**src/rtl/lzx_seq_detect.sv**
```systemverilog
// lzx_seq_detect: parametrised serial bit-pattern detector with a registered
// one-cycle match pulse and a saturating match counter.
module lzx_seq_detect #(
   parameter int               PAT_W   = 3,
   parameter logic [PAT_W-1:0] PATTERN = 3'b101,
   parameter bit               OVERLAP = 1'b1,
   parameter int               CNT_W   = 8
) (
   input  logic             clk,
   input  logic             rst,
   input  logic             en,
   input  logic             ina,
   input  logic             clr_cnt,
   output logic             dataout,
   output logic [CNT_W-1:0] match_cnt
);

   localparam int                FILL_W    = $clog2(PAT_W + 1);
   localparam logic [FILL_W-1:0] FILL_FULL = FILL_W'(PAT_W);

   logic [PAT_W-1:0]  hist;
   logic [PAT_W-1:0]  nh;
   logic [FILL_W-1:0] fill;
   logic [FILL_W-1:0] nf;
   logic              match;

   function automatic logic [CNT_W-1:0] sat_inc(input logic [CNT_W-1:0] c);
      return (&c) ? c : c + 1'b1;
   endfunction

   // fill gates matching so stale history (reset or post-match) never fires
   always_comb begin
      nh    = (hist << 1) | {{(PAT_W-1){1'b0}}, ina};
      nf    = (fill == FILL_FULL) ? FILL_FULL : fill + 1'b1;
      match = en && (nf == FILL_FULL) && (nh == PATTERN);
   end

   always_ff @(posedge clk or posedge rst) begin
      if (rst) begin
         hist      <= '0;
         fill      <= '0;
         dataout   <= 1'b0;
         match_cnt <= '0;
      end else begin
         dataout <= match;
         if (en) begin
            hist <= nh;
            fill <= (match && !OVERLAP) ? '0 : nf;
         end
         if (clr_cnt)
            match_cnt <= '0;
         else if (match)
            match_cnt <= sat_inc(match_cnt);
      end
   end

endmodule

```
**config.mk**
```make
export PLATFORM = sky130hd
export DESIGN_NAME = lzx_seq_detect
export DESIGN_NICKNAME = d
export VERILOG_FILES = /design/src/rtl/lzx_seq_detect.sv
export SDC_FILE = /design/constraint.sdc
export NUM_CORES = 1
export LEC_CHECK = 0
export BUFFER_PORTS_ARGS = -buffer_cell sky130_fd_sc_hd__buf_2
export CAP_MARGIN = 0
export CORE_MARGIN = 1.5
export CORE_UTILIZATION = 43
export CTS_BUF_LIST = sky130_fd_sc_hd__clkbuf_8
export CTS_CLUSTER_SIZE = 16
export DETAILED_ROUTE_END_ITERATION = 7
export PLACE_DENSITY = 0.74
export SLEW_MARGIN = 40
export SYNTH_ARGS = -nofsm -noshare
export SYNTH_HDL_FRONTEND = slang
export SYNTH_SLANG_ARGS = --single-unit
export TNS_END_PERCENT = 30
```
**constraint.sdc**
```tcl
create_clock -name clk -period 1.35 [get_ports clk]
set_input_delay 0.3375 -clock clk [delete_from_list [all_inputs] [get_ports clk]]
set_output_delay 0.3375 -clock clk [all_outputs]
set_load 0.02 [all_outputs]
```
Word level (Yosys, flattened, before mapping)
Cells that the tools add are included.
Storage, ports and cells
  register bits after elaboration: 13
  latch bits: 0
  bits in writable memories: 0
  bits in read-only memories: 0
  output and inout bits: 9
  word-level logic and storage cells: 20
  memories kept: 0
Operators by class
  add/subtract/negate cells: 2
  multipliers: 0
  div/mod/pow operators: 0
  order comparisons: 0
  eq/ne operators: 4
  shift operators: 0
  muxes and demuxes: 4
  bitwise operators: 1
  reductions and logical operators: 5
Operator list (count)
  two-way mux 8 bit: 3
  adder 8 x 1 -> 8 bit (second input constant): 1
  AND reduction 8 bit: 1
  == test 2 bit (second input constant): 2
  == test 3 bit (second input constant): 1
  bitwise OR 3 x 1 -> 3 bit: 1
  adder 2 x 1 -> 2 bit (second input constant): 1
  logical AND 1 bit: 2
  two-way mux 2 bit: 1
  != test 2 bit (second input constant): 1
  AND reduction 2 bit: 1
  nonzero test 2 bit: 1

Logic depth before layout (Yosys ltp)
Gate-level depths: netlist of the first run.
  depth in word-level cells: 7
  depth in mapped cells: 5
  mapped depth without buffers: 5

Worst setup path after synthesis of the first run
No wires, ideal clock.
  kind: register to register
  from: register match_cnt[0]
  to: register match_cnt[3]
  arrival: 1.466 ns
  data required time: 1.272 ns
  setup slack: -0.194 ns
  cell stages (with the launch flop): 6
  buffers on the path: 0
  clock period less this slack: 1.544 ns
  cell sequence: dfrtp_1 ha_1 nand4_2 o211ai_4 or3_1 a21oi_1
On the way
  cells in the longest elaborated chain, start to end: 4
  elaborated cells between the ends (all ways): 7
  those cells by class: 1 x add/sub; 1 x eq/ne; 3 x mux; 2 x reduce/logical
RTL lines
  from (decl): line 15  | output logic [CNT_W-1:0] match_cnt
  from (signal assigned): line 53  | match_cnt <= sat_inc(match_cnt);
  adder 8 x 1 -> 8 bit: line 28  | return (&c) ? c : c + 1'b1;
  two-way mux 8 bit: line 28
  two-way mux 8 bit: line 52  | else if (match)
  two-way mux 8 bit: line 50  | if (clr_cnt)
Parallel ways exist; a longest one is shown, timed or not. The select of a mux whose other input is x is not followed.
A chain may end at the register's enable or synchronous reset.

Worst setup path after layout of the first run
  from: register match_cnt[1]
  to: register match_cnt[3]
The elaborated chain is that of the path after synthesis.

==> run summary, run 1 <==
The largest net degree at the start of global routing came out at 14. The worst setup path is of the reg2reg kind. For this run, the register share of the synthesized area comes to 0.503. The min-delay analysis places its worst path in the category in2async.

The via count of the first global-routing pass is 530. The clock input transition at the sequential cells of the worst setup and hold paths came out at 0.06 ns. The share of layout cells above drive strength 1 is 0.419. The signal on the critical path passes through ha_4 -> nand4_4 -> o211ai_4 -> or3_1 -> a21oi_1. The synthesized netlist net count is 68. Setup repair after global routing could not meet its margin everywhere. The worst clock skew came out at 0.00465 ns. The category of the worst setup path capture point is a flip-flop. The worst setup path is launched from a flip-flop. The largest single stage delay on the critical path is 0.42 ns. 14 I/O pins were placed. The met1 track demand over resource in global routing is 0.234.

The flow ran to the end, and the final reports show no timing, DRC or antenna violations. Counting the fill cells in the layout gives 110. Relative to the synthesized area, the layout overhead comes to 34.2%.

The power density of the placed cells came out at 944 mW/mm^2. The later-pin clock latency in the skew report is 0.24 ns. The number of clock buffers inserted by TritonCTS came out at 3. The detailed router's first-iteration violation count is 6. The slew at the pin closest to its max-slew limit is 0.494 ns.

The overall die width is 41.8 um. The total die area came out at 0.00175 mm^2. CTS built an H-tree with a depth of 1. The area of the multi-input gates is 339 um^2. The gate count of the mapped netlist came out at 62.

The max-slew violation count came out at 0. The y dimension of the die came out at 41.8 um. The overall routed net length came out at 1.35 mm.

In the global route stage, met3 resource usage came out at 0.0261. The maximum clock rate is 751 MHz. The number of standard-cell rows in the floorplan is 13. The number of endpoints with negative hold slack in the final report came out at 0. The total congestion overflow is 0. The cell leakage power is 0.414 nW. The first-pass iteration count of the detailed router is 2. The congestion estimate from routability-driven global placement came to 0.808. The worst-case reg-to-reg path depth is 5. The Yosys warning count came out at 0. The endpoint of the worst-slack reg-to-reg timing path is match_cnt[3]. Before CTS, the worst setup slack after placement is 0.00576 ns. The count of state elements after synthesis came out at 13. The post-placement cell count is 97. After detailed routing, the number of vias per cell comes to 5.31.

The worst path in the final design needs a cycle of 1.33 ns, including I/O delays and setup. Along the worst path, the maximum fanout reaches 6. The antenna cell count is 0. The total of max-cap violations is 0.

The cell area after synthesis is 647 um^2. The DRC violations left came out at 0. The post-route fraction of the period consumed by the critical path is 0.986. The setup TNS is 0 ns.

The core area came out at 0.00135 mm^2. The worst-case headroom to the max-slew limit is 0.670. Leaving out fill and tap cells, the most frequent cell in the layout is buf_2. The average instance in the mapped netlist occupies 10.4 um^2. The clock tree from TritonCTS is done.

The worst-case vdd ir drop came out at 0.000655 V. The final worst setup slack is 0.0193 ns. Buffers placed on the I/O ports in this run total 13. The register cell area after layout came out at 329 um^2. The half-perimeter wire length of the detailed placement result is 1.02 mm. The non-filler instance count after layout came out at 101. The final antenna-violating net count is 0. The distinct cell type count of the synthesized netlist is 27. The total number of nets in the final design is 93.

The final number of setup-violating endpoints is 0. The initial standard-cell utilization of the core is 0.479. On the critical path, the stage with the largest delay is an instance of dfrtp_2. The data required time of the critical path came out at 1.52 ns. The number of vias in the routed layout came out at 536.

The post-CTS setup buffer count is 0. The layer flagged by global routing as most heavily used is met2. The tightest hold margin is 0.109 ns. The global-route usage over all layers is 0.186. The wire length of the first global-routing pass is 2.37 mm. The number of antenna violations at the first check in global routing is 0.

The met2 track demand over resource came out at 0.297. Dividing the detail-routed wire length by the instance count gives 13.3 um. In the layout the commonest cells are buf_2, dfrtp_1, nor2_1. The longest clock path from root to sink contains 2 buffers.

The arrival time reported for the critical path endpoint is 1.50 ns. The reg-to-reg critical path startpoint is match_cnt[1]. The worst reg-to-reg setup slack came out at 0.02 ns. The clock sink total came out at 13. The end-of-flow core utilization is 0.643. The cell chosen for the clock root is clkbuf_8.
-- stage by stage --
stage | cell area (um^2) | total power [mW]
floorplan | 672 | 0.464
global placement | 812 | 0.490
detailed placement | 812 | 0.492
CTS | 857 | 0.827
global route | 868 | 0.849
finish | 868 | 0.820
-- cell usage after synthesis --
library cell  instances  share of area
and2b_2               1          0.014
nand2_1               4          0.023
nor3_1                1         0.0077
nand4_1               1         0.0097
and3_4                1          0.017
buf_1                 1         0.0058
inv_1                 3          0.017
and4_1                1          0.014
nand3_1               4          0.031
dfrtp_1              13           0.50
nand4_2               1          0.019
a31oi_1               1         0.0097
xor2_1                2          0.027
o21ai_0               2          0.015
mux2_2                2          0.035
nor2_1                9          0.052
or3_1                 2          0.019
a21oi_1               2          0.015
o211ai_4              1          0.033
ha_1                  1          0.019
a211oi_1              1          0.012
nor4_1                1         0.0097
o2111ai_1             1          0.014
o21a_1                1          0.012
mux2i_1               2          0.031
nand2b_1              2          0.019
and4b_1               1          0.015
-- power by group --
| group | switching, mW | total (mW) | internal (mW) |
|---|---|---|---|
| logic | 0.0411 | 0.0755 | 0.0344 |
| registers | 0.00889 | 0.410 | 0.401 |
| clock network | 0.134 | 0.335 | 0.200 |
-- flip-flops by register name, indices dropped and copies added (netlist names) --
signal,count
hist,2
fill,2
match_cnt,8
dataout,1
-- cells by family after synthesis --
kind of cell / Yosys count / share of synthesized area
simple gates: 29 / 0.251
flops: 13 / 0.503
compound gates: 9 / 0.110
buf+inv: 4 / 0.0232
mux: 4 / 0.0658
xor+xnor: 2 / 0.0271
fa+ha+maj: 1 / 0.0193
-- worst max-delay path by stage --
stage | slack (ns) | to | cells past startpoint | startpoint
2_1_floorplan | -0.009 | match_cnt[3] | 5 | match_cnt[0]
3_3_place_gp | 0.02 | match_cnt[5] | 5 | match_cnt[1]
3_5_place_dp | 0.006 | match_cnt[6] | 5 | match_cnt[1]
4_1_cts | -0.006 | match_cnt[6] | 5 | match_cnt[1]
5_1_grt | -0.05 | match_cnt[3] | 5 | match_cnt[1]
6_report | 0.02 | match_cnt[3] | 5 | match_cnt[1]
-- cell type report --
cell class	count	share of cell area
multi-input combinational	45	0.390
sequential	13	0.379
timing repair buffer	21	0.144
clock buffer	3	0.0476
tap	15	0.0216
inverter	3	0.0130
clock inverter	1	0.00432
-- timing repair --
| action | in CTS | in global routing |
|---|---|---|
| pin swaps | 0 | 1 |
| setup endpoints to repair | 2 | 6 |
| hold buffers | 0 | 0 |
| gates resized for setup | 0 | 2 |
| endpoints found under the hold margin | 0 | 0 |
-- critical path, delay by kind of cell (launching register included) --
family / cells / cell delay (ns)
flip-flops: 1 / 0.42
AND/OR/NAND/NOR: 2 / 0.41
adder cells (fa/ha/maj): 1 / 0.18
AO/OA/AOI/OAI: 2 / 0.24
-- routing by layer --
layer	share of wire	vias up
met5	0	-
met4	0.027	0
met3	0.019	4
met2	0.50	7
met1	0.46	249
li1	-	276
Power figures use the tool's default switching activity.
==> run 2, diff against run 1 <==
- ABC_CLOCK_PERIOD_IN_PS: unset -> 1350
- CORE_ASPECT_RATIO: unset -> 1.1
- CTS_CLUSTER_SIZE: 16 -> unset
==> run summary, run 2 (same netlist as run 1, synthesis figures left out) <==
The y dimension of the die is 43.7 um (+4.5%). The data required time of the critical path is 1.52 ns (about the same). The post-route fraction of the period consumed by the critical path is 1.02 (+0.0348). The post-CTS setup buffer count is 0 (unchanged). The overall die width is 40.0 um (-4.3%). The number of antenna violations at the first check in global routing came out at 0 (unchanged). The via count of the first global-routing pass was 511 (-3.6%).

The slowest stage cell on the critical path is dfrtp_2. The total length of routed met3 wires is 32 um (+28%). The number of ports placed on the die boundary is 14 (unchanged). The final critical path time including I/O delays and setup is 1.38 ns (+0.0470 ns).

The total congestion overflow was 0 (unchanged). The tightest min-delay check is of the in2async type. The overall routed net length came to 1.34 mm (-0.67%). The clock input transition at the sequential cells of the worst setup and hold paths is 0.05 ns (about the same). The worst-case headroom to the max-slew limit was 0.673 (+0.00273).

The number of clock buffers inserted by TritonCTS came to 3 (unchanged). The total of max-cap violations came out at 0 (unchanged). The total of buffers placed on input and output ports is 13 (unchanged). The biggest fanout along the worst timing path came to 6 (unchanged). The largest net degree at the start of global routing is 14 (unchanged).

The relative area change from synthesis to final layout is 30.2%. The worst-case vdd ir drop came to 0.000567 V (-13%). The clock sink total is 13 (unchanged). The total number of nets in the final design is 90 (-3.2%).

The global-route usage over all layers came out at 0.189 (+0.00290). The cell leakage power was 0.397 nW (-4.2%). The kind of start point of the critical path is a flip-flop.

The flip-flop count of the largest register, all copies and words added was 8 (unchanged). The tightest hold margin is 0.109 ns (-0.0000440 ns). The power density of the placed cells came to 973 mW/mm^2 (+3.0%). The share of layout cells above drive strength 1 came out at 0.386 (-0.0331). The category of the worst setup path capture point is a flip-flop. The final antenna-violating net count came to 0 (unchanged). The per-cell via count in the routed design is 5.42 (+2.2%). The half-perimeter wire length of the detailed placement result is 999 um (-2.4%).

The setup TNS is -0.0620 ns (-0.0620 ns). The average wire length per cell after detail routing is 13.5 um (+1.3%). The largest register by flop count is match_cnt. The slew at the pin closest to its max-slew limit is 0.490 ns (-0.00409 ns).

In this run the top signal layer used is met4. The DRC violations left is 0 (unchanged). The met1 layer wirelength in the final routing came out at 591 um (-3.6%). In the layout the commonest cells are buf_2, dfrtp_1, nor2_1.

The run finished, with violations left. Leaving out fill and tap cells, the most frequent cell in the layout is buf_2. The wire length of the first global-routing pass came out at 2.17 mm (-8.2%). The final number of setup-violating endpoints is 3 (+3). The arrival time reported for the critical path endpoint came out at 1.54 ns (+0.04 ns). The first-pass iteration count of the detailed router is 4 (+2). Setup repair after global routing could not meet its margin everywhere. The maximum clock rate came out at 726 MHz (-3.4%). The initial standard-cell utilization of the core came to 0.467 (-0.0117).

Walking the worst path, the cells encountered are ha_4 -> nand4_4 -> o211ai_4 -> or3_1 -> a21oi_1. The number of standard-cell rows in the floorplan is 14 (+1). The worst clock skew came to 0.00108 ns (-0.00357 ns). The number of vias in the routed layout is 537 (+0.19%). The total length of routed met2 wires is 703 um (+4.9%). The final worst setup slack came to -0.0277 ns (-0.0470 ns).

The non-filler instance count after layout came to 99 (-2.0%). The largest registers in the layout are match_cnt: 8 flops, fill: 2 flops, hist: 2 flops. The max-slew violation count is 0 (unchanged). The number of endpoints with negative hold slack in the final report came to 0 (unchanged).

The critical path is of the reg2reg type. The highest cell delay on the worst timing path is 0.43 ns (about the same). The antenna cell count is 0 (unchanged). The number of buffers inserted for hold repair after clock tree synthesis is 0 (unchanged). Grouping stages by cell kind, the critical path spends the most delay in simple AND/OR/NAND/NOR gates. The number of levels in the clock H-tree came to 1 (unchanged). The overall power consumption came out at 819 uW (-0.13%).

The placer congestion estimate was 0.764 (-5.4%). The total buffers and inverters traversed by the critical path came to 0 (unchanged). The cell sitting at the root of the clock tree is a clkbuf_8. The post-placement cell count is 95 (-2.1%). The checks that failed: negative setup slack. The number of buffers between clock root and the deepest sink was 2 (unchanged). The later-pin clock latency in the skew report came out at 0.24 ns (about the same). The core area is 0.00138 mm^2 (+2.5%).

TritonCTS built the clock tree. The setup slack at placement came out at -0.0100 ns (-0.0158 ns). The total die area came to 0.00175 mm^2 (about the same). The detailed router's first-iteration violation count came out at 11 (+5).
## run 2: worst reg2reg max path, delay by kind of cell (launching register included)
| family | cells | cell delay, ns |
|---|---|---|
| AOI/OAI and AO/OA | 2 | 0.23 |
| adders and majority gates | 1 | 0.18 |
| DFF | 1 | 0.43 |
| and+or+nand+nor | 2 | 0.45 |
## run 2: repair_timing
| item | CTS | global route |
|---|---|---|
| resized for setup | 0 | 1 |
| endpoints found under the setup margin | 2 | 6 |
| pin swaps | 0 | 1 |
| hold endpoints to repair | 0 | 0 |
## run 2: path summary, 6_finish.rpt
check	from	to	slack (ns)	depth (start not counted)
worst max register to register	match_cnt[1]	match_cnt[5]	-0.03	5
worst max-delay path	match_cnt[1]	match_cnt[5]	-0.03	5
worst min-delay path	rst	fill[0]	0.11	2
max in group asynchronous	rst	match_cnt[0]	0.88	2
worst min register to register	fill[0]	fill[0]	0.50	2
min in group clk	clr_cnt	match_cnt[5]	0.37	2
## run 2: layout make-up
| cell class | count | area (um^2) |
|---|---|---|
| sequential | 13 | 329 |
| timing repair buffer | 18 | 103 |
| clock buffer | 3 | 41.3 |
| inverter | 3 | 11.3 |
| multi-input combinational | 45 | 334 |
| clock inverter | 1 | 3.75 |
| tap | 16 | 20.0 |
| fill | 119 | 542 |
## run 2: layer usage
layer	GRT usage	vias up
li1	-	263
met2	0.290	9
met1	0.235	263
met5	0	-
met4	0.124	0
met3	0.0308	2
## run 2: report_power, final
group          leakage (nW)  switching [mW]  internal, mW
registers             0.161         0.00899         0.401
logic                 0.209          0.0420        0.0327
clock network        0.0269           0.134         0.201
## run 2: metrics by stage
stage | utilization | cell area [um^2]
2_1_floorplan | - | 672
3_3_place_gp | 0.571 | 791
3_5_place_dp | 0.571 | 791
4_1_cts | 0.604 | 836
5_1_grt | 0.608 | 842
6_report | 0.608 | 842
